## config.mk

```make
export PLATFORM = sky130hd
export DESIGN_NAME = fb_write_sched
export DESIGN_NICKNAME = d
export VERILOG_FILES = /design/src/rtl/fb_write_sched.sv
export SDC_FILE = /design/constraint.sdc
export NUM_CORES = 1
export LEC_CHECK = 0
export CELL_PAD_IN_SITES_DETAIL_PLACEMENT = 1
export CELL_PAD_IN_SITES_GLOBAL_PLACEMENT = 2
export CORE_AREA = 2 2 105 107
export CTS_CLUSTER_SIZE = 30
export DETAILED_ROUTE_END_ITERATION = 6
export DIE_AREA = 0 0 107 109
export PLACE_DENSITY = 0.92
export SLEW_MARGIN = 40
export SYNTH_ARGS = -nofsm -noshare
export SYNTH_HDL_FRONTEND = slang
export SYNTH_SLANG_ARGS = --single-unit
```

## constraint.sdc

```tcl
create_clock -name clk -period 6.1 [get_ports clk]
set_clock_uncertainty 0.2 [all_clocks]
set_input_delay 1.22 -clock clk [delete_from_list [all_inputs] [get_ports clk]]
set_output_delay 1.22 -clock clk [all_outputs]
set_load 0.02 [all_outputs]
```

## src/rtl/fb_write_sched.sv

```systemverilog
// rtl/fb_write_sched.sv - frame-buffer write-port scheduler: clear engine plus button-driven cursor painter
module fb_write_sched #(
    parameter int              AW         = 8,
    parameter int              DW         = 3,
    parameter logic [DW-1:0]   CLR_COLOR  = 3'b000,
    parameter logic [DW-1:0]   CUR_COLOR  = 3'b100,
    parameter int              DEB_CYCLES = 250000,
    parameter int              DEB_W      = 18
) (
    input  logic          clk,
    input  logic          rst,
    input  logic          vblank,
    input  logic          clr_req,
    input  logic          bntr,
    input  logic          bntl,
    output logic [AW-1:0] addr_in,
    output logic [DW-1:0] data_in,
    output logic          regwrite,
    output logic [AW-1:0] cursor,
    output logic          busy
);
    typedef enum logic [1:0] {S_IDLE, S_CLEAR, S_ERASE, S_PAINT} state_t;

    localparam logic [DEB_W-1:0] DEB_MAX = DEB_W'(DEB_CYCLES);

    state_t          r_state, w_state_nxt;
    logic [AW:0]     r_clr_addr, w_clr_addr_nxt;
    logic [AW-1:0]   r_addr, w_addr_nxt;
    logic [AW-1:0]   r_cursor, w_cursor_nxt, w_cursor_step;
    logic [DW-1:0]   r_data, w_data_nxt;
    logic            r_we, w_we_nxt;
    logic            r_busy, w_busy_nxt;
    logic            r_dir, w_dir_nxt;
    logic            r_clr_pend, w_clr_pend_nxt;
    logic            r_mv_r_pend, w_mv_r_pend_nxt;
    logic            r_mv_l_pend, w_mv_l_pend_nxt;
    logic [1:0]      w_btn, r_sync1, r_sync2, r_deb, w_rise;
    logic [DEB_W-1:0] r_deb_cnt [2];

    // index 0 = right button, index 1 = left button
    assign w_btn = {bntl, bntr};

    // two-flop synchroniser and debounce counter per button
    always_ff @(posedge clk or negedge rst) begin
        if (!rst) begin
            r_sync1      <= '0;
            r_sync2      <= '0;
            r_deb        <= '0;
            r_deb_cnt[0] <= '0;
            r_deb_cnt[1] <= '0;
        end else begin
            r_sync1 <= w_btn;
            r_sync2 <= r_sync1;
            for (int i = 0; i < 2; i++) begin
                if (r_sync2[i] == r_deb[i]) begin
                    r_deb_cnt[i] <= '0;
                end else if (r_deb_cnt[i] == DEB_MAX) begin
                    r_deb[i]     <= r_sync2[i];
                    r_deb_cnt[i] <= '0;
                end else begin
                    r_deb_cnt[i] <= r_deb_cnt[i] + DEB_W'(1);
                end
            end
        end
    end

    // a debounced rising edge is the cycle the high level gets accepted
    always_comb begin
        w_rise = '0;
        for (int i = 0; i < 2; i++) begin
            w_rise[i] = r_sync2[i] & ~r_deb[i] & (r_deb_cnt[i] == DEB_MAX);
        end
    end

    assign w_cursor_step = r_dir ? (r_cursor + AW'(1)) : (r_cursor - AW'(1));

    // state and output registers
    always_ff @(posedge clk or negedge rst) begin
        if (!rst) begin
            r_state     <= S_IDLE;
            r_clr_addr  <= '0;
            r_addr      <= '0;
            r_data      <= '0;
            r_we        <= 1'b0;
            r_cursor    <= '0;
            r_busy      <= 1'b0;
            r_dir       <= 1'b0;
            r_clr_pend  <= 1'b1;
            r_mv_r_pend <= 1'b0;
            r_mv_l_pend <= 1'b0;
        end else begin
            r_state     <= w_state_nxt;
            r_clr_addr  <= w_clr_addr_nxt;
            r_addr      <= w_addr_nxt;
            r_data      <= w_data_nxt;
            r_we        <= w_we_nxt;
            r_cursor    <= w_cursor_nxt;
            r_busy      <= w_busy_nxt;
            r_dir       <= w_dir_nxt;
            r_clr_pend  <= w_clr_pend_nxt;
            r_mv_r_pend <= w_mv_r_pend_nxt;
            r_mv_l_pend <= w_mv_l_pend_nxt;
        end
    end

    // next-state and write-port decode; the write is registered on the edge that decides it
    always_comb begin
        logic w_take_clr, w_drop_r, w_drop_l;
        w_state_nxt    = r_state;
        w_clr_addr_nxt = r_clr_addr;
        w_addr_nxt     = r_addr;
        w_data_nxt     = r_data;
        w_we_nxt       = 1'b0;
        w_cursor_nxt   = r_cursor;
        w_busy_nxt     = r_busy;
        w_dir_nxt      = r_dir;
        w_take_clr     = 1'b0;
        w_drop_r       = 1'b0;
        w_drop_l       = 1'b0;
        case (r_state)
            S_IDLE: begin
                if (r_clr_pend) begin
                    w_state_nxt    = S_CLEAR;
                    w_clr_addr_nxt = '0;
                    w_busy_nxt     = 1'b1;
                    w_take_clr     = 1'b1;
                end else if (vblank && r_mv_r_pend && r_mv_l_pend) begin
                    // opposite moves cancel each other
                    w_drop_r = 1'b1;
                    w_drop_l = 1'b1;
                end else if (vblank && (r_mv_r_pend || r_mv_l_pend)) begin
                    w_state_nxt = S_ERASE;
                    w_dir_nxt   = r_mv_r_pend;
                    w_drop_r    = r_mv_r_pend;
                    w_drop_l    = r_mv_l_pend;
                    w_we_nxt    = 1'b1;
                    w_addr_nxt  = r_cursor;
                    w_data_nxt  = CLR_COLOR;
                end
            end
            S_CLEAR: begin
                // top bit of the clear counter marks the trailing cursor repaint
                if (vblank) begin
                    w_we_nxt = 1'b1;
                    if (!r_clr_addr[AW]) begin
                        w_addr_nxt     = r_clr_addr[AW-1:0];
                        w_data_nxt     = CLR_COLOR;
                        w_clr_addr_nxt = r_clr_addr + (AW+1)'(1);
                    end else begin
                        w_addr_nxt  = r_cursor;
                        w_data_nxt  = CUR_COLOR;
                        w_state_nxt = S_PAINT;
                    end
                end
            end
            S_ERASE: begin
                // paint is committed regardless of vblank once the erase went out
                w_cursor_nxt = w_cursor_step;
                w_we_nxt     = 1'b1;
                w_addr_nxt   = w_cursor_step;
                w_data_nxt   = CUR_COLOR;
                w_state_nxt  = S_PAINT;
            end
            S_PAINT: begin
                w_busy_nxt  = 1'b0;
                w_state_nxt = S_IDLE;
            end
            default: w_state_nxt = S_IDLE;
        endcase
        w_clr_pend_nxt  = clr_req | (r_clr_pend & ~w_take_clr);
        w_mv_r_pend_nxt = w_rise[0] | (r_mv_r_pend & ~w_drop_r);
        w_mv_l_pend_nxt = w_rise[1] | (r_mv_l_pend & ~w_drop_l);
    end

    assign addr_in  = r_addr;
    assign data_in  = r_data;
    assign regwrite = r_we;
    assign cursor   = r_cursor;
    assign busy     = r_busy;
endmodule

```

==> flow_metrics.py, run 1 <==
metrics = {
    "outcome": {
        "status": "completed",
    },
    "worst_setup_path": {
        "end_kind": "output port",
        "r2r_cells": 7,
        "startpoint_type": "flip-flop",
        "crit_buf_inv": 1,
        "timing.setup.critical_path_class": "flip-flop to output port",
        "rr_startpoint": "r_dir$_DFFE_PN0P_",
        "crit_chain": "clkdlybuf4s50_1",
        "worstPathRequired_ps": 4680,
        "critPathMaxStageDelay_ps": 660,
        "path_max_fanout": 7,
        "arrival_ps": 1530,
        "cp_slowest_cell": "clkdlybuf4s50_1",
        "r2r_slack_ps": 3560,
        "r2r_end": "addr_in[7]$_DFFE_PN0P_",
        "cp_top_family": "buffers and inverters",
    },
    "cells_and_area": {
        "fin_nets": 487,
        "antenna-diode-count": 0,
        "n_fill_cell": 1224,
        "synthToLayoutAreaGrowth_pct": 13.2,
        "drive_gt1_frac": 0.0705,
        "final_util": 0.448,
    },
    "floorplan": {
        "die_w_um": 107,
        "start_util": 0.396,
        "die-area_um2": 11700,
        "ios": 27,
        "coreArea_um2": 10600,
        "rows": 38,
        "die_h_um": 109,
    },
    "placement": {
        "dp_hpwl_mm": 6.77,
        "port_buffers": 24,
        "gp_congestion": 0.834,
    },
    "min_path": {
        "worst_hold_startpoint": "r_sync1[1]$_DFF_PN0_",
        "hold_class": "flip-flop to flip-flop",
        "whs_path_depth": 0,
        "hold_end": "r_sync2[1]$_DFF_PN0_",
    },
    "synthesis": {
        "ys_seq_elements": 76,
        "synth_top_area_cell": "dfrtp_1",
        "synthDistinctLibCells": 59,
        "syn_area_um2": 4200,
        "async_flop_share": 1.00,
        "ys_seq_area_frac": 0.454,
        "synth_area_leaders": "dfrtp_1 45%, nor2_1 5.4%, ha_1 5.1%, xnor2_1 4.6%, xor2_1 4.2%",
        "yosysWarnings": 0,
        "yosys_most_used_dff": "dfrtp_1",
        "synth_top_area_frac": 0.447,
        "synth.avg_cell_area_um2": 9.47,
        "synth_cells": 443,
        "synth_edf_count": 0,
    },
    "timing": {
        "finalCritPeriodShare": 0.483,
        "finalHoldViolations": 0,
        "worst_pin_slew_ps": 714,
        "fmax_mhz": 339,
        "final_max_slew_viol_count": 0,
        "setup_violations": 0,
        "worst_hold_slack_ps": 156,
        "min_period_ps": 2950,
        "slew_headroom": 0.524,
        "rsz0062_at_grt": "no",
        "finalSetupTns_ps": 0,
    },
    "global_route": {
        "antenna_found_initial": 0,
        "grt_pass1_vias": 3416,
        "grt_max_degree": 77,
        "overflow": 0,
        "grtUsageTotal": 0.182,
        "grt_pass1_wl_mm": 16.6,
    },
    "clocking": {
        "clkTransAtPathRegs_ps": 80,
        "post_cts_resized": 0,
        "clock_sinks": 76,
        "cts_max_path_buffers": 2,
        "clkLatencyLatePin_ps": 360,
        "cts-root-buf": "clkbuf_8",
        "htree_levels": 3,
        "postCtsHoldBufs": 0,
        "cts_setup_buffers": 0,
        "cts_inserted_buffers": 9,
        "cts_tree": "done",
    },
    "route": {
        "drt-wirelength-per-cell_um": 15.6,
        "drc_errors": 0,
        "vias": 3201,
        "dr.pass1.iters": 4,
        "totalWireLength_mm": 9.49,
        "postRouteAntennaNets": 0,
        "via_per_inst": 5.26,
        "drt_first_iter_violations": 122,
    },
    "pwr": {
        "p_per_area_nw_per_um2": 379,
        "p_leak_nw": 2.04,
        "ir_drop_mv": 0.133,
    },
    "run": {
        "drv_cap": 0,
    },
}
-- per-layer routing --
metal / track usage / up-vias / part of all wire
met4: 0.0779 / 0 / 0.022
met5: 0 / - / 0
met3: 0.0269 / 14 / 0.015
li1: - / 1554 / -
met1: 0.231 / 1606 / 0.46
met2: 0.312 / 27 / 0.50
-- cells by family (layout without fill, tap and decap cells) --
kind of cell	after synthesis	after routing	synth area share
XOR/XNOR	42	42	0.0877
other	1	2	0.000894
adder cells (fa/ha/maj)	18	18	0.0555
flip-flops	76	76	0.454
multiplexers	11	11	0.0274
buffers and inverters	46	70	0.0528
AO/OA/AOI/OAI	61	61	0.0948
AND/OR/NAND/NOR	188	188	0.227
-- sequential cells by signal (all words and copies together) (netlist names) --
signal,flops
r_sync1,2
r_mv_r_pend,1
data_in,1
r_dir,1
addr_in,8
busy,1
cursor,8
r_mv_l_pend,1
r_sync2,2
r_deb,2
r_state,2
r_clr_pend,1
r_deb_cnt,36
r_clr_addr,9
regwrite,1
-- synthesized netlist by cell type, drive strengths merged (2+ instances only) --
library cell and n:
nand3b 6, dfrtp 75, nor2b 4, clkbuf 5, xnor2 22, nand2b 4, nand2 38, mux2i 7
or3 3, inv 28, a211oi 4, nor4b 2, or2 4, and3 5, mux2 4, and4 3
buf 12, a21oi 12, a22oi 5, nor3 12, nor2 63, nor4 7, ha 17, a21o 4
a22o 4, nand4 8, o21ai 19, nand3 25, xor2 20, a311oi 2
-- worst max-delay path by stage --
stage,startpoint,end,depth (start not counted)
6_report,cursor[0]$_DFFE_PN0P_,cursor[0],1
5_1_grt,cursor[0]$_DFFE_PN0P_,cursor[0],1
4_1_cts,cursor[0]$_DFFE_PN0P_,cursor[0],1
3_5_place_dp,vblank,r_clr_addr[5]$_DFFE_PN0P_,6
3_3_place_gp,vblank,r_clr_addr[5]$_DFFE_PN0P_,6
2_1_floorplan,vblank,r_clr_addr[5]$_DFFE_PN0P_,6
-- through the flow --
stage	std cells	power [mW]	area [µm²]	setup slack, ps
floorplan	444	1.12	4200	3600
global placement	592	1.33	4510	2950
detailed placement	592	1.36	4510	2850
CTS	608	1.82	4750	3110
global route	608	1.93	4750	3070
finish	608	1.80	4750	3150
-- layout by cell type (no fill, tap or decap), types with 3 or more instances in the layout --
cell type,netlist,routed
dfrtp_1,75,75
nor2_1,60,60
nand2_1,38,38
inv_1,28,28
nand3_1,24,24
clkdlybuf4s50_1,0,23
xnor2_1,22,22
xor2_1,20,20
o21ai_0,19,19
ha_1,17,17
nor3_1,12,12
a21oi_1,12,12
clkbuf_8,1,12
nand4_1,8,8
mux2i_1,7,7
nand3b_1,6,6
and3_1,5,5
a22oi_1,5,5
nor4_1,4,4
nor2b_1,4,4
a22o_1,4,4
a21o_1,4,4
nand2b_1,4,4
a211oi_1,4,4
mux2_2,4,4
or3_1,3,3
nor2_2,3,3
or2_2,3,3
and4_1,3,3
-- where the power goes --
group / total, mW / internal [mW] / switching [mW]
clock network: 0.454 / 0.264 / 0.189
logic: 0.679 / 0.272 / 0.407
registers: 0.665 / 0.581 / 0.0835
total: 1.80 / 1.12 / 0.680
-- area by class of cell --
class	instances	area (µm²)	area share
Clock buffer	13	169	0.0356
Clock inverter	3	67.6	0.0142
Inverter	29	110	0.0232
Multi-Input combinational cell	322	2070	0.437
Sequential cell	76	1900	0.401
Tap cell	140	175	0.0369
Timing Repair Buffer	25	249	0.0524
-- worst reg2reg max path: stages, from the launching register on --
cell and delay [ps]:
dfrtp_1 440, inv_1 280, ha_1 380, a21oi_1 240
a2111oi_0 130, a311oi_1 400, nand3_1 150, a22o_1 220
No activity file was read; power rests on OpenSTA's default activity.
==> run 2: changes to the inputs <==
CORE_AREA = 2 2 109 111   (was 2 2 105 107)
DIE_AREA = 0 0 111 113   (was 0 0 107 109)
PLACE_DENSITY = 0.87   (was 0.92)
clock period = 3 ns   (was 6.1 ns; I/O delays follow)
==> flow_metrics.py, run 2 (synthesized netlist as in run 1, its figures left out) <==
metrics = {
    "placement": {
        "port_buffers": 24,
        "pre_cts_ws_ps": 379,
        "dp_hpwl_mm": 7.06,
        "placed_area_um2": 4550,
        "gp_congestion": 0.776,
    },
    "route": {
        "via_per_inst": 5.31,
        "drt_first_iter_violations": 114,
        "dr.pass1.iters": 4,
        "totalWireLength_mm": 10.0,
        "drc_errors": 0,
        "postRouteAntennaNets": 0,
        "drt-wirelength-per-cell_um": 16.3,
        "vias": 3261,
    },
    "floorplan": {
        "start_util": 0.372,
        "ios": 27,
        "coreArea_um2": 11300,
        "die-area_um2": 12500,
        "rows": 39,
        "die_h_um": 113,
        "die_w_um": 111,
    },
    "timing": {
        "worst_pin_slew_ps": 701,
        "finalHoldViolations": 0,
        "fmax_mhz": 398,
        "fin_ws_ps": 486,
        "min_period_ps": 2510,
        "slew_headroom": 0.529,
        "worst_hold_slack_ps": 39.8,
        "final_max_slew_viol_count": 0,
        "finalCritPeriodShare": 0.838,
        "rsz0062_at_grt": "no",
        "finalSetupTns_ps": 0,
        "setup_violations": 0,
    },
    "global_route": {
        "antenna_found_initial": 0,
        "overflow": 0,
        "busiest_layer": "met2",
        "grtUsageTotal": 0.171,
        "grt_max_degree": 42,
        "grt_use_met1": 0.211,
        "use_met3": 0.0316,
        "grt_pass1_vias": 3464,
        "grt_use_met2": 0.304,
        "grt_pass1_wl_mm": 17.3,
    },
    "worst_setup_path": {
        "setup.worst_path.start": "r_dir$_DFFE_PN0P_",
        "arrival_ps": 2540,
        "rr_startpoint": "r_dir$_DFFE_PN0P_",
        "path_max_fanout": 9,
        "worstPathRequired_ps": 3030,
        "end_kind": "flip-flop",
        "timing.setup.critical_path_class": "flip-flop to flip-flop",
        "startpoint_type": "flip-flop",
    },
    "pwr": {
        "p_per_area_nw_per_um2": 840,
        "p_comb_frac": 0.349,
        "intPower_mw": 2.66,
        "p_switching_mw": 1.47,
        "netSwitchingFraction": 0.356,
        "pwr-share-clk": 0.325,
        "seqPwrFrac": 0.326,
        "ir_drop_mv": 0.393,
        "p_leak_nw": 2.13,
    },
    "clocking": {
        "postCtsHoldBufs": 0,
        "cts_max_path_buffers": 2,
        "htree_levels": 3,
        "clkLatencyLatePin_ps": 340,
        "cts_setup_buffers": 0,
        "clock_sinks": 76,
        "cts-root-buf": "clkbuf_16",
        "cts_inserted_buffers": 9,
        "cts_tree": "done",
        "clkTransAtPathRegs_ps": 60,
        "post_cts_resized": 0,
    },
    "cells_and_area": {
        "finalInstanceArea_um2": 4920,
        "largest_reg_flops": 36,
        "regMostFlops": "r_deb_cnt",
        "antenna-diode-count": 0,
        "mostFrequentLayoutCells": "75 x dfrtp_1, 60 x nor2_1, 38 x nand2_1",
        "final_common_cell": "dfrtp_1",
        "synthToLayoutAreaGrowth_pct": 17.2,
        "reg.largest.list": "r_deb_cnt: 36 flops, r_clr_addr: 9 flops",
        "fin_nets": 491,
        "drive_gt1_frac": 0.0786,
    },
    "min_path": {
        "hold_class": "primary input to asynchronous set/reset pin",
    },
    "run": {
        "drv_cap": 0,
    },
    "outcome": {
        "status": "completed",
    },
}
[run 2: per-layer routing]
layer	share of wire	vias to the layer above
met5	0	-
met4	0.012	0
met3	0.022	9
met2	0.52	28
met1	0.45	1659
li1	-	1565
[run 2: area by class of cell]
class	count	area, µm²
multi-input combinational	322	2070
inverter	29	110
clock inverter	6	138
timing repair buffer	29	288
tap	143	179
clock buffer	9	225
sequential	76	1900
fill	1293	6350
[run 2: metrics by stage]
step,utilization,std cells,power [mW]
2_1_floorplan,-,444,2.28
3_3_place_gp,0.404,599,2.77
3_5_place_dp,0.404,599,2.81
4_1_cts,0.436,614,4.18
5_1_grt,0.436,614,4.38
6_report,0.436,614,4.13
[run 2: worst max-delay path: stages (launching register included)]
cell and delay [ps]:
dfrtp_1 430, inv_1 240, ha_1 360, a21oi_1 250
a2111oi_0 150, a311oi_1 430, nand3_1 120, a22o_1 220
[run 2: final timing paths]
path	slack (ps)	depth (start not counted)	to
hold reg to reg	150	0	r_sync2[0]$_DFF_PN0_
min in group clk	150	0	r_sync2[0]$_DFF_PN0_
hold / removal	40	1	addr_in[2]$_DFFE_PN0P_
setup reg to reg	490	7	addr_in[7]$_DFFE_PN0P_
setup / recovery	490	7	addr_in[7]$_DFFE_PN0P_
max in group asynchronous	1940	2	r_deb_cnt[27]$_DFF_PN0_
[run 2: power groups by stage]
stage / registers (mW) / logic, mW / clock network (mW)
floorplan: 1.42 / 0.854 / 0
global placement: 1.36 / 1.41 / 0
detailed placement: 1.37 / 1.45 / 0
CTS: 1.35 / 1.46 / 1.37
global route: 1.37 / 1.62 / 1.40
finish: 1.35 / 1.44 / 1.34
